[src/rtl/debug_clock_sequencer.sv]
// ---------------------------------------------------------------------------
// debug_clock_sequencer: host-debugger command decoder and CPU clk/iclk/reset
// sequencer.  Rev 1.0
// ---------------------------------------------------------------------------
`default_nettype none

module debug_clock_sequencer #(
  parameter int PULSE_W = 1
) (
  input  logic       clk,
  input  logic       rst_n,
  input  logic [7:0] cmd_data,
  input  logic       cmd_valid,
  output logic       cmd_ready,
  output logic [7:0] evt_data,
  output logic       evt_valid,
  input  logic       evt_ready,
  input  logic       brk,
  input  logic       hlt,
  output logic       cpu_clk,
  output logic       cpu_iclk,
  output logic       cpu_rst,
  output logic       ctrlen
);

  localparam int            c_cw      = (PULSE_W > 1) ? $clog2(PULSE_W) : 1;
  localparam logic [c_cw-1:0] c_cnt_max = c_cw'(PULSE_W - 1);

  typedef enum logic [2:0] {
    S_IDLE, S_ARG, S_PULSE, S_RUN, S_STEP, S_RSTSEQ, S_REPORT
  } state_e;

  typedef enum logic [1:0] {
    PH_CLK_HI, PH_CLK_LO, PH_ICLK_HI, PH_ICLK_LO
  } phase_e;

  state_e          state_q, state_d;
  phase_e          phase_q, phase_d;
  phase_e          last_ph_q, last_ph_d;
  logic [c_cw-1:0] cnt_q, cnt_d;
  logic [8:0]      step_q, step_d;
  logic            stop_q, stop_d;
  logic [7:0]      evt_data_q, evt_data_d;
  logic            cmd_ready_q, cmd_ready_d;
  logic            evt_valid_q, evt_valid_d;
  logic            cpu_clk_q, cpu_clk_d;
  logic            cpu_iclk_q, cpu_iclk_d;
  logic            cpu_rst_q, cpu_rst_d;
  logic            ctrlen_q, ctrlen_d;

  logic w_accept;
  logic w_phase_end;
  logic w_active_d;

  assign w_accept    = cmd_valid & cmd_ready_q;
  assign w_phase_end = (cnt_q == c_cnt_max);

  always_comb begin
    state_d    = state_q;
    phase_d    = phase_q;
    last_ph_d  = last_ph_q;
    cnt_d      = cnt_q;
    step_d     = step_q;
    stop_d     = stop_q;
    evt_data_d = evt_data_q;

    if (state_q inside {S_PULSE, S_RUN, S_STEP, S_RSTSEQ}) begin
      if (w_phase_end) begin
        cnt_d   = '0;
        phase_d = phase_e'(phase_q + 2'd1);
      end else begin
        cnt_d = cnt_q + c_cw'(1);
      end
    end

    case (state_q)
      S_IDLE: begin
        if (w_accept) begin
          cnt_d = '0;
          case (cmd_data)
            8'h63: begin state_d = S_PULSE; phase_d = PH_CLK_HI;  last_ph_d = PH_CLK_LO;  end
            8'h43: begin state_d = S_PULSE; phase_d = PH_ICLK_HI; last_ph_d = PH_ICLK_LO; end
            8'h54: begin state_d = S_PULSE; phase_d = PH_CLK_HI;  last_ph_d = PH_ICLK_LO; end
            8'h53: state_d = S_ARG;
            8'h52: begin state_d = S_RUN;    phase_d = PH_CLK_HI; stop_d = 1'b0; end
            8'h5A: begin state_d = S_RSTSEQ; phase_d = PH_CLK_HI; end
            8'h4E, 8'hFF: state_d = S_IDLE;
            default: begin state_d = S_REPORT; evt_data_d = 8'h3F; end
          endcase
        end
      end
      S_ARG: begin
        if (w_accept) begin
          state_d = S_STEP;
          phase_d = PH_CLK_HI;
          cnt_d   = '0;
          stop_d  = 1'b0;
          step_d  = (cmd_data == 8'd0) ? 9'd256 : {1'b0, cmd_data};
        end
      end
      S_PULSE: begin
        if (w_phase_end && (phase_q == last_ph_q)) state_d = S_IDLE;
      end
      S_RSTSEQ: begin
        if (w_phase_end && (phase_q == PH_ICLK_LO)) state_d = S_IDLE;
      end
      S_RUN, S_STEP: begin
        // Stop request is latched late in ICLK_HI so the current tick always completes.
        if (w_phase_end && (phase_q == PH_ICLK_HI) && (brk || !hlt)) begin
          stop_d     = 1'b1;
          evt_data_d = brk ? 8'h42 : 8'h48;
        end
        if (w_phase_end && (phase_q == PH_ICLK_LO)) begin
          if (stop_q) begin
            state_d = S_REPORT;
            stop_d  = 1'b0;
            step_d  = '0;
          end else if (state_q == S_STEP) begin
            step_d = step_q - 9'd1;
            if (step_q == 9'd1) begin
              state_d    = S_REPORT;
              evt_data_d = 8'h53;
            end
          end
        end
      end
      S_REPORT: begin
        if (evt_valid_q && evt_ready) state_d = S_IDLE;
      end
      default: state_d = S_IDLE;
    endcase

    w_active_d  = state_d inside {S_PULSE, S_RUN, S_STEP, S_RSTSEQ};
    cpu_clk_d   = w_active_d && (phase_d == PH_CLK_HI);
    cpu_iclk_d  = w_active_d && (phase_d == PH_ICLK_HI);
    cpu_rst_d   = (state_d == S_RSTSEQ);
    ctrlen_d    = !((state_d == S_RUN) || (state_d == S_STEP));
    cmd_ready_d = (state_d == S_IDLE) || (state_d == S_ARG);
    evt_valid_d = (state_d == S_REPORT);
  end

  always_ff @(posedge clk or negedge rst_n) begin
    if (!rst_n) begin
      state_q     <= S_IDLE;
      phase_q     <= PH_CLK_HI;
      last_ph_q   <= PH_CLK_HI;
      cnt_q       <= '0;
      step_q      <= '0;
      stop_q      <= 1'b0;
      evt_data_q  <= 8'h00;
      cmd_ready_q <= 1'b0;
      evt_valid_q <= 1'b0;
      cpu_clk_q   <= 1'b0;
      cpu_iclk_q  <= 1'b0;
      cpu_rst_q   <= 1'b0;
      ctrlen_q    <= 1'b1;
    end else begin
      state_q     <= state_d;
      phase_q     <= phase_d;
      last_ph_q   <= last_ph_d;
      cnt_q       <= cnt_d;
      step_q      <= step_d;
      stop_q      <= stop_d;
      evt_data_q  <= evt_data_d;
      cmd_ready_q <= cmd_ready_d;
      evt_valid_q <= evt_valid_d;
      cpu_clk_q   <= cpu_clk_d;
      cpu_iclk_q  <= cpu_iclk_d;
      cpu_rst_q   <= cpu_rst_d;
      ctrlen_q    <= ctrlen_d;
    end
  end

  assign cmd_ready = cmd_ready_q;
  assign evt_data  = evt_data_q;
  assign evt_valid = evt_valid_q;
  assign cpu_clk   = cpu_clk_q;
  assign cpu_iclk  = cpu_iclk_q;
  assign cpu_rst   = cpu_rst_q;
  assign ctrlen    = ctrlen_q;

endmodule

`default_nettype wire

[config.mk]
export PLATFORM = sky130hd
export DESIGN_NAME = debug_clock_sequencer
export DESIGN_NICKNAME = d
export VERILOG_FILES = /design/src/rtl/debug_clock_sequencer.sv
export SDC_FILE = /design/constraint.sdc
export NUM_CORES = 1
export LEC_CHECK = 0
export ABC_AREA = 1
export BUFFER_PORTS_ARGS = -buffer_cell sky130_fd_sc_hd__buf_2
export CORE_UTILIZATION = 28
export CTS_CLUSTER_SIZE = 25
export DETAILED_ROUTE_END_ITERATION = 7
export REMOVE_ABC_BUFFERS = 1
export SYNTH_ARGS = -nofsm -noshare
export SYNTH_HDL_FRONTEND = slang
export SYNTH_SLANG_ARGS = --single-unit
[constraint.sdc]
create_clock -name clk -period 3.71 [get_ports clk]
set_input_delay 0.371 -clock clk [delete_from_list [all_inputs] [get_ports clk]]
set_output_delay 0.371 -clock clk [all_outputs]
set_load 0.01 [all_outputs]
==> After elaboration in Yosys (flattened, before gate mapping) <==
Cells that the tools add are included.
{ "totals": {"reg_bits": 32, "in_bits": 14, "out_inout_bits": 14, "word_cells": 126} }
{ "op_classes": {"n_addsub": 3, "eq_ne": 31, "mux": 44, "n_bitwise": 2, "reduce_logical": 33} }
{ "op_table": {"columns": ["cell", "n"], "rows": [
  ["$eq 8x7->1 const B", 7],
  ["$mux 8", 7],
  ["$mux 9", 5],
  ["$mux 3", 9],
  ["$eq 3x3->1 const B", 6],
  ["$pmux 3 s6", 1],
  ["$pmux 9 s2", 1],
  ["$pmux 8 s2", 1],
  ["$pmux 3 s5", 1],
  ["$eq 3x2->1 const B", 4],
  ["$pmux 2 s2", 3],
  ["$mux 1", 10],
  ["$eq 9x1->1 const B", 1],
  ["$sub 9x1->9 const B", 1],
  ["$eq 8x8->1 const B", 1],
  ["$logic_not 8->1", 1],
  ["$mux 2", 4],
  ["$ne 2x2->1 const B", 4],
  ["$reduce_and 4->1", 2],
  ["$reduce_bool 4->1", 2],
  ["$reduce_or 2->1", 4],
  ["$reduce_or 8->1", 1],
  ["$logic_and 1x1->1", 7],
  ["$eq 2x2->1 const B", 3],
  ["other kinds (19)", 27]
]} }

==> Logic depth before layout (Yosys ltp) <==
{ "logic_depth": {"depth_word": 9, "depth_mapped": 14, "ltp_nobuf": 14} }

==> Worst setup path after synthesis <==
OpenSTA, ideal clock, no wires.
{ "synth_path": {"path_kind": "register -> register", "startpoint": "reg phase_q[0]", "endpoint": "reg cpu_clk_q, in the netlist cpu_clk", "t_arrival_ns": 1.494, "t_required_ns": 3.633, "slack_ns": 2.139, "stages_incl_launch_ff": 13, "period_less_slack_ns": 1.571, "cell_sequence": "dfrtp_1 -> ha_1 -> nand2_1 -> inv_1 -> nand2_1 -> nand2_1 -> inv_1 -> nand2_1 -> nand2_2 -> nand3_2 -> nor2_8 -> nand2_4 -> a21oi_1"} }
{ "synth_between": {"elab_chain_cells": 8, "word_cells_on_any_way": 22, "cone_classes": "1 x add/sub; 6 x eq/ne; 10 x mux; 5 x reduce/logical"} }
{ "synth_lines": {"columns": ["item", "line", "source"], "rows": [
  ["start: declaration", "38", "phase_e phase_q, phase_d;"],
  ["start signal: assignment", "159", "phase_q <= phase_d;"],
  ["$add 2x1->2", "70", "phase_d = phase_e'(phase_q + 2'd1);"],
  ["$mux 2", "68", "if (w_phase_end) begin"],
  ["$mux 2", "67", "if (state_q inside {S_PULSE, S_RUN, S_STEP, S_RSTSEQ}) begin"],
  ["$pmux 2 s2", "80", "case (cmd_data)"],
  ["$mux 2", "78", "if (w_accept) begin"],
  ["$pmux 2 s2", "76", "case (state_q)"],
  ["$logic_not 2->1", "134", "cpu_clk_d = w_active_d && (phase_d == PH_CLK_HI);"],
  ["$logic_and 1x1->1 (*)", "134", null],
  ["named net cpu_clk_d", "46", "logic cpu_clk_q, cpu_clk_d;"],
  ["end signal: assignment", "167", "cpu_clk_q <= cpu_clk_d;"],
  ["end: declaration", "46", null]
]} }
The timed path passes the listed nets; every way through them passes the cells marked *.
A chain may end at the register's enable or synchronous reset.

==> Worst setup path after layout <==
{ "layout_path": {"startpoint": "reg phase_q[1]", "endpoint": "reg cpu_iclk_q, in the netlist cpu_iclk"} }
{ "layout_between": {"word_cells_on_any_way": 22, "cone_classes": "1 x add/sub; 7 x eq/ne; 10 x mux; 4 x reduce/logical"} }
{ "layout_rtl": {"columns": ["item", "line", "source"], "rows": [
  ["$eq 2x2->1 (on tied branches)", "105, 113, 102", null],
  ["$logic_and 1x1->1 (on tied branches)", "105, 113, 102", null],
  ["$mux 3 (on tied branches)", "113, 102, 105", null],
  ["$pmux 3 s6 (*)", "76", null],
  ["named net state_d[2]", "37", "state_e state_q, state_d;"],
  ["$eq 3x2->1 or $eq 3x3->1 (tied branches)", "133", "w_active_d = state_d inside {S_PULSE, S_RUN, S_STEP, S_RSTSEQ};"],
  ["$reduce_bool 4->1 (*)", "133", null],
  ["$logic_and 1x1->1 (*)", "135", "cpu_iclk_d = w_active_d && (phase_d == PH_ICLK_HI);"],
  ["named net cpu_iclk_d", "47", "logic cpu_iclk_q, cpu_iclk_d;"],
  ["end signal: assignment", "168", "cpu_iclk_q <= cpu_iclk_d;"],
  ["end: declaration", "47", null]
]} }
Marked as above.

==> summary by stage <==
Routing
The routed via count divided by cell count is 4.600. Summed over all layers, the routed wires come to 4831 um. In the final routed layout, each cell accounts on average for 11.99 um. For this block, the initial DRC count from the detailed router was 100.

After detailed routing, the number of remaining DRC violations is 0. For this run, the detailed router's first-pass iteration total came to 4. The total number of vias is 1854. Once detail routing completed, the nets flagged for antenna violations numbered 0.

Power
The switching power total is 0.7911 mW. In this run, the clock network consumes 18.6% of the power. The leakage power is 1.244 nW.

The power density relative to cell area is 741.8 nW/um2. The combinational share of power is 48.8%. VDD sags by at most 0.0002222 V. The sequential group share of total power is 32.6%. The switching power as a share of total power is 44.30%. The internal power of the cells totals 0.9945 mW.

STA
The fmax is 550.2 MHz. The total negative slack is 0 ps. The total setup violations reported at the end of the flow is 0. The max-slew violation total from the final report is 0. Counting I/O delays and the setup requirement, the final critical path takes 1818 ps.

Setup repair after global routing left no endpoint under its margin. The final hold violation count is 0. The slew of the pin with the lowest slew margin is 746.3 ps.

The post-layout worst setup margin is 1892 ps. The final setup skew is 4.307 ps. The share of the clock period used by the worst path is 48.99%. The relative max-transition margin is 50.25%.

Worst setup path
In this design, the critical path's most frequently occurring cell is nand2_1. In this run the worst setup path begins at phase_q[1]. The largest individual stage delay along the critical path comes from the cell dfrtp_1. In this run the critical register-to-register path is captured at cpu_iclk. The most critical setup path has its endpoint at cpu_iclk.

Walking the worst path, the cells encountered are ha_1 > nand2_1 > inv_1 > nand2_1 > o21ai_1 > nor3_1 > nand2_2 > inv_2 > nand2_1 > a21oi_1. Measured in cells, the most critical reg-to-reg path has a length of 10. The register-to-register setup slack is 1890 ps.

For the worst setup path, the data required time is 3920 ps. In this run the worst path has a maximum fanout of 5. The worst register-to-register path begins at phase_q[1]. The classification of the worst setup path is flop to flop. On the worst path, the slowest cell contributes a delay of 430 ps. The critical path launch point type is a flop. The category of the worst setup path capture point is a flop. The data arrival time of the critical path is 2030 ps.

Synth
The synthesized design contains 32 register bits. The cell count after synthesis came out at 274. The portion of synthesized cell area occupied by the leading cell type is 37.76%. Averaged over all synthesized cells, the footprint is 7.498 um2. The adder-cell share of the synthesized area is 2.436%. The Yosys step of the flow raised 0 warnings. The biggest area contributor in the post-synthesis netlist is dfrtp_1. After synthesis, the largest family of logic cells by area is simple AND/OR/NAND/NOR gates. The distinct cell type count after synthesis is 39.

The synthesized netlist devotes 13.28% of its cell area to compound gates. Summing the sequential cell areas from Yosys gives 39.04% of the chip area. By area the synthesized netlist is led by dfrtp_1 38%, nand2_1 12%, inv_1 5.5%. The synthesized netlist devotes 1.279% of its cell area to XOR and XNOR gates. In the synthesized netlist, mux cells make up 0.5481% of the area. The combined area of all synthesized cells is 2054 um2. The simple-gate share of the synthesized area is 34.96%.

Placement
The placed cell count is 395. The quantity of I/O buffers inserted on ports is 27. The HPWL after detailed placement is 3738 um. Before CTS, the worst setup slack after placement is 1892 ps.

The last weighted congestion value of the routability-driven placer is 0.8458.

GRT
For this run, the total global-route usage over all layers was measured as 14.27%. The wire length of the first global-routing pass is 8383 um. The leftover overflow at the end of global routing is 0. The via count of the first global-routing pass came to 1838.

The pin count of the biggest net entering global routing is 33. The initial antenna violation count was 0.

Final layout
In the final design database the tool counted 324 nets. For this run, the share of the core covered by cells in the final layout is 34.67%. In the layout the commonest cells are 66 x nand2_1, 31 x dfrtp_1, 30 x inv_1. In the final layout, the share of cells above drive strength 1 is 26.06%. The most common cell after layout, fill and taps aside is nand2_1. The filler cells instantiated in the layout total 738. Excluding fillers, the count of instances in the completed layout stands at 403. The number of diodes is 0. From synthesis to final layout, the design area changed by 17.17%.

Worst hold path
The tightest min-delay check is of the primary input to asynchronous set/reset pin type.

Clock network
The library cell used as clock root buffer is clkbuf_8. In this run, CTS created clock tree buffers numbering 5. Once the clock tree was built, the setup fixing pass inserted 0 buffers. The hold-fix buffer count after cts is 0.

The clock-pin transition on the worst setup and hold timing paths is 70 ps. TritonCTS built the clock tree. The clock latency of the later-clocked register in the worst-skew pair is 290 ps. The number of gates resized after CTS is 0. The number of buffers between clock root and the deepest sink is 2. The clock net in this run drives a total of 32 sinks. In this run the number of H-tree levels came out at 2.

Die
In this run the horizontal extent of the chip is 87.66 um. In this run the vertical extent of the chip is 87.66 um. The initial core utilization is 29.59%. The core area is 6944 um2. The die area is 7684 um2.

After floorplanning, the core was divided into 30 placement rows. The I/O pin count is 28.

Run status
The run finished with clean final reports.

Job
Max-cap violations in this run came to 0.
power groups by stage:
stage / Clock (mW) / Combinational (mW) / Sequential, mW
after detailed placement: 0 / 0.877 / 0.586
after floorplan: 0 / 0.635 / 0.599
after global placement: 0 / 0.865 / 0.585
after global routing: 0.354 / 0.996 / 0.595
final: 0.333 / 0.871 / 0.582
after CTS: 0.343 / 0.882 / 0.581
routing by layer:
layer	track usage (%)	wire length (um)	vias to the layer above
met5	0	0	-
met4	4.918	68	0
met3	3.205	192	5
met2	23.65	2280	29
met1	18.33	2290	867
li1	-	-	953
cells in the mapped netlist:
cell type	instances
nand3_2	3
nand2_2	9
o22ai_1	4
a211oi_1	1
nor2_1	27
dfrtp_1	31
a221oi_1	1
a21oi_2	2
a22oi_1	2
o21ai_2	1
nor2_4	3
dfstp_2	1
a21oi_1	15
inv_1	30
o21ai_1	9
nand2_4	2
or2_1	1
mux2_2	1
inv_4	1
nor3_4	1
nor3_2	2
xor2_1	1
a32oi_1	3
or2_2	1
nor2_8	1
ha_1	4
nand4_2	1
o21ai_0	7
inv_2	12
nor2_2	5
buf_2	2
nor3_1	2
xnor2_1	2
nand2_1	66
o2111ai_1	1
nor4_1	1
nand3_1	13
nand4_1	4
nand3b_1	1
worst max-delay path: cells and delay by family, from the launching register on:
family / cells / cell delay [ps]
AO/OA/AOI/OAI: 2 / 210
adder cells (fa/ha/maj): 1 / 200
buffers and inverters: 2 / 160
flip-flops: 1 / 430
AND/OR/NAND/NOR: 5 / 750
through the flow:
stage / hold slack, ps / cell area (um2) / total power [mW]
2_1_floorplan: 75.41 / 2044 / 1.234
3_3_place_gp: 457.1 / 2300 / 1.449
3_5_place_dp: 460.2 / 2300 / 1.463
4_1_cts: 179.4 / 2407 / 1.806
5_1_grt: 219.6 / 2407 / 1.945
6_report: 147.7 / 2407 / 1.786
logic make-up (layout without fill, tap and decap cells):
| kind of cell | count (synthesis) | in the layout |
|---|---|---|
| xor gates and xnor gates | 3 | 3 |
| and+or+nand+nor | 143 | 143 |
| buffers and inverters | 45 | 78 |
| DFF | 32 | 32 |
| adders and majority gates | 4 | 4 |
| muxes | 1 | 1 |
| AOI/OAI and AO/OA | 46 | 46 |
worst min-delay path by stage:
stage                         to  slack, ps
floorplan              cmd_ready         80
global route        last_ph_q[1]        220
CTS                 last_ph_q[1]        180
finish                 step_q[3]        150
detailed placement   evt_data[4]        460
global placement     evt_data[4]        460
area by class of cell:
cell class              instances  area (um2)  share of cell area, %
clock inverters                 2       35.03                  1.455
multi-input cells             197        1079                  44.80
clock buffers                   6       72.57                  3.015
repair buffers                 27       135.1                  5.613
well taps                      96       120.1                  4.990
flip-flops and latches         32       802.0                  33.32
inverters                      43       163.9                  6.809
flip-flops by register name, summed over array words and instances (netlist names):
register	cells
step_q	9
evt_data	8
state_q	3
last_ph_q	2
phase_q	2
cmd_ready	1
cnt_q	1
cpu_clk	1
cpu_iclk	1
cpu_rst	1
ctrlen	1
evt_valid	1
stop_q	1
Note: power is estimated with default switching activity, not from simulation.
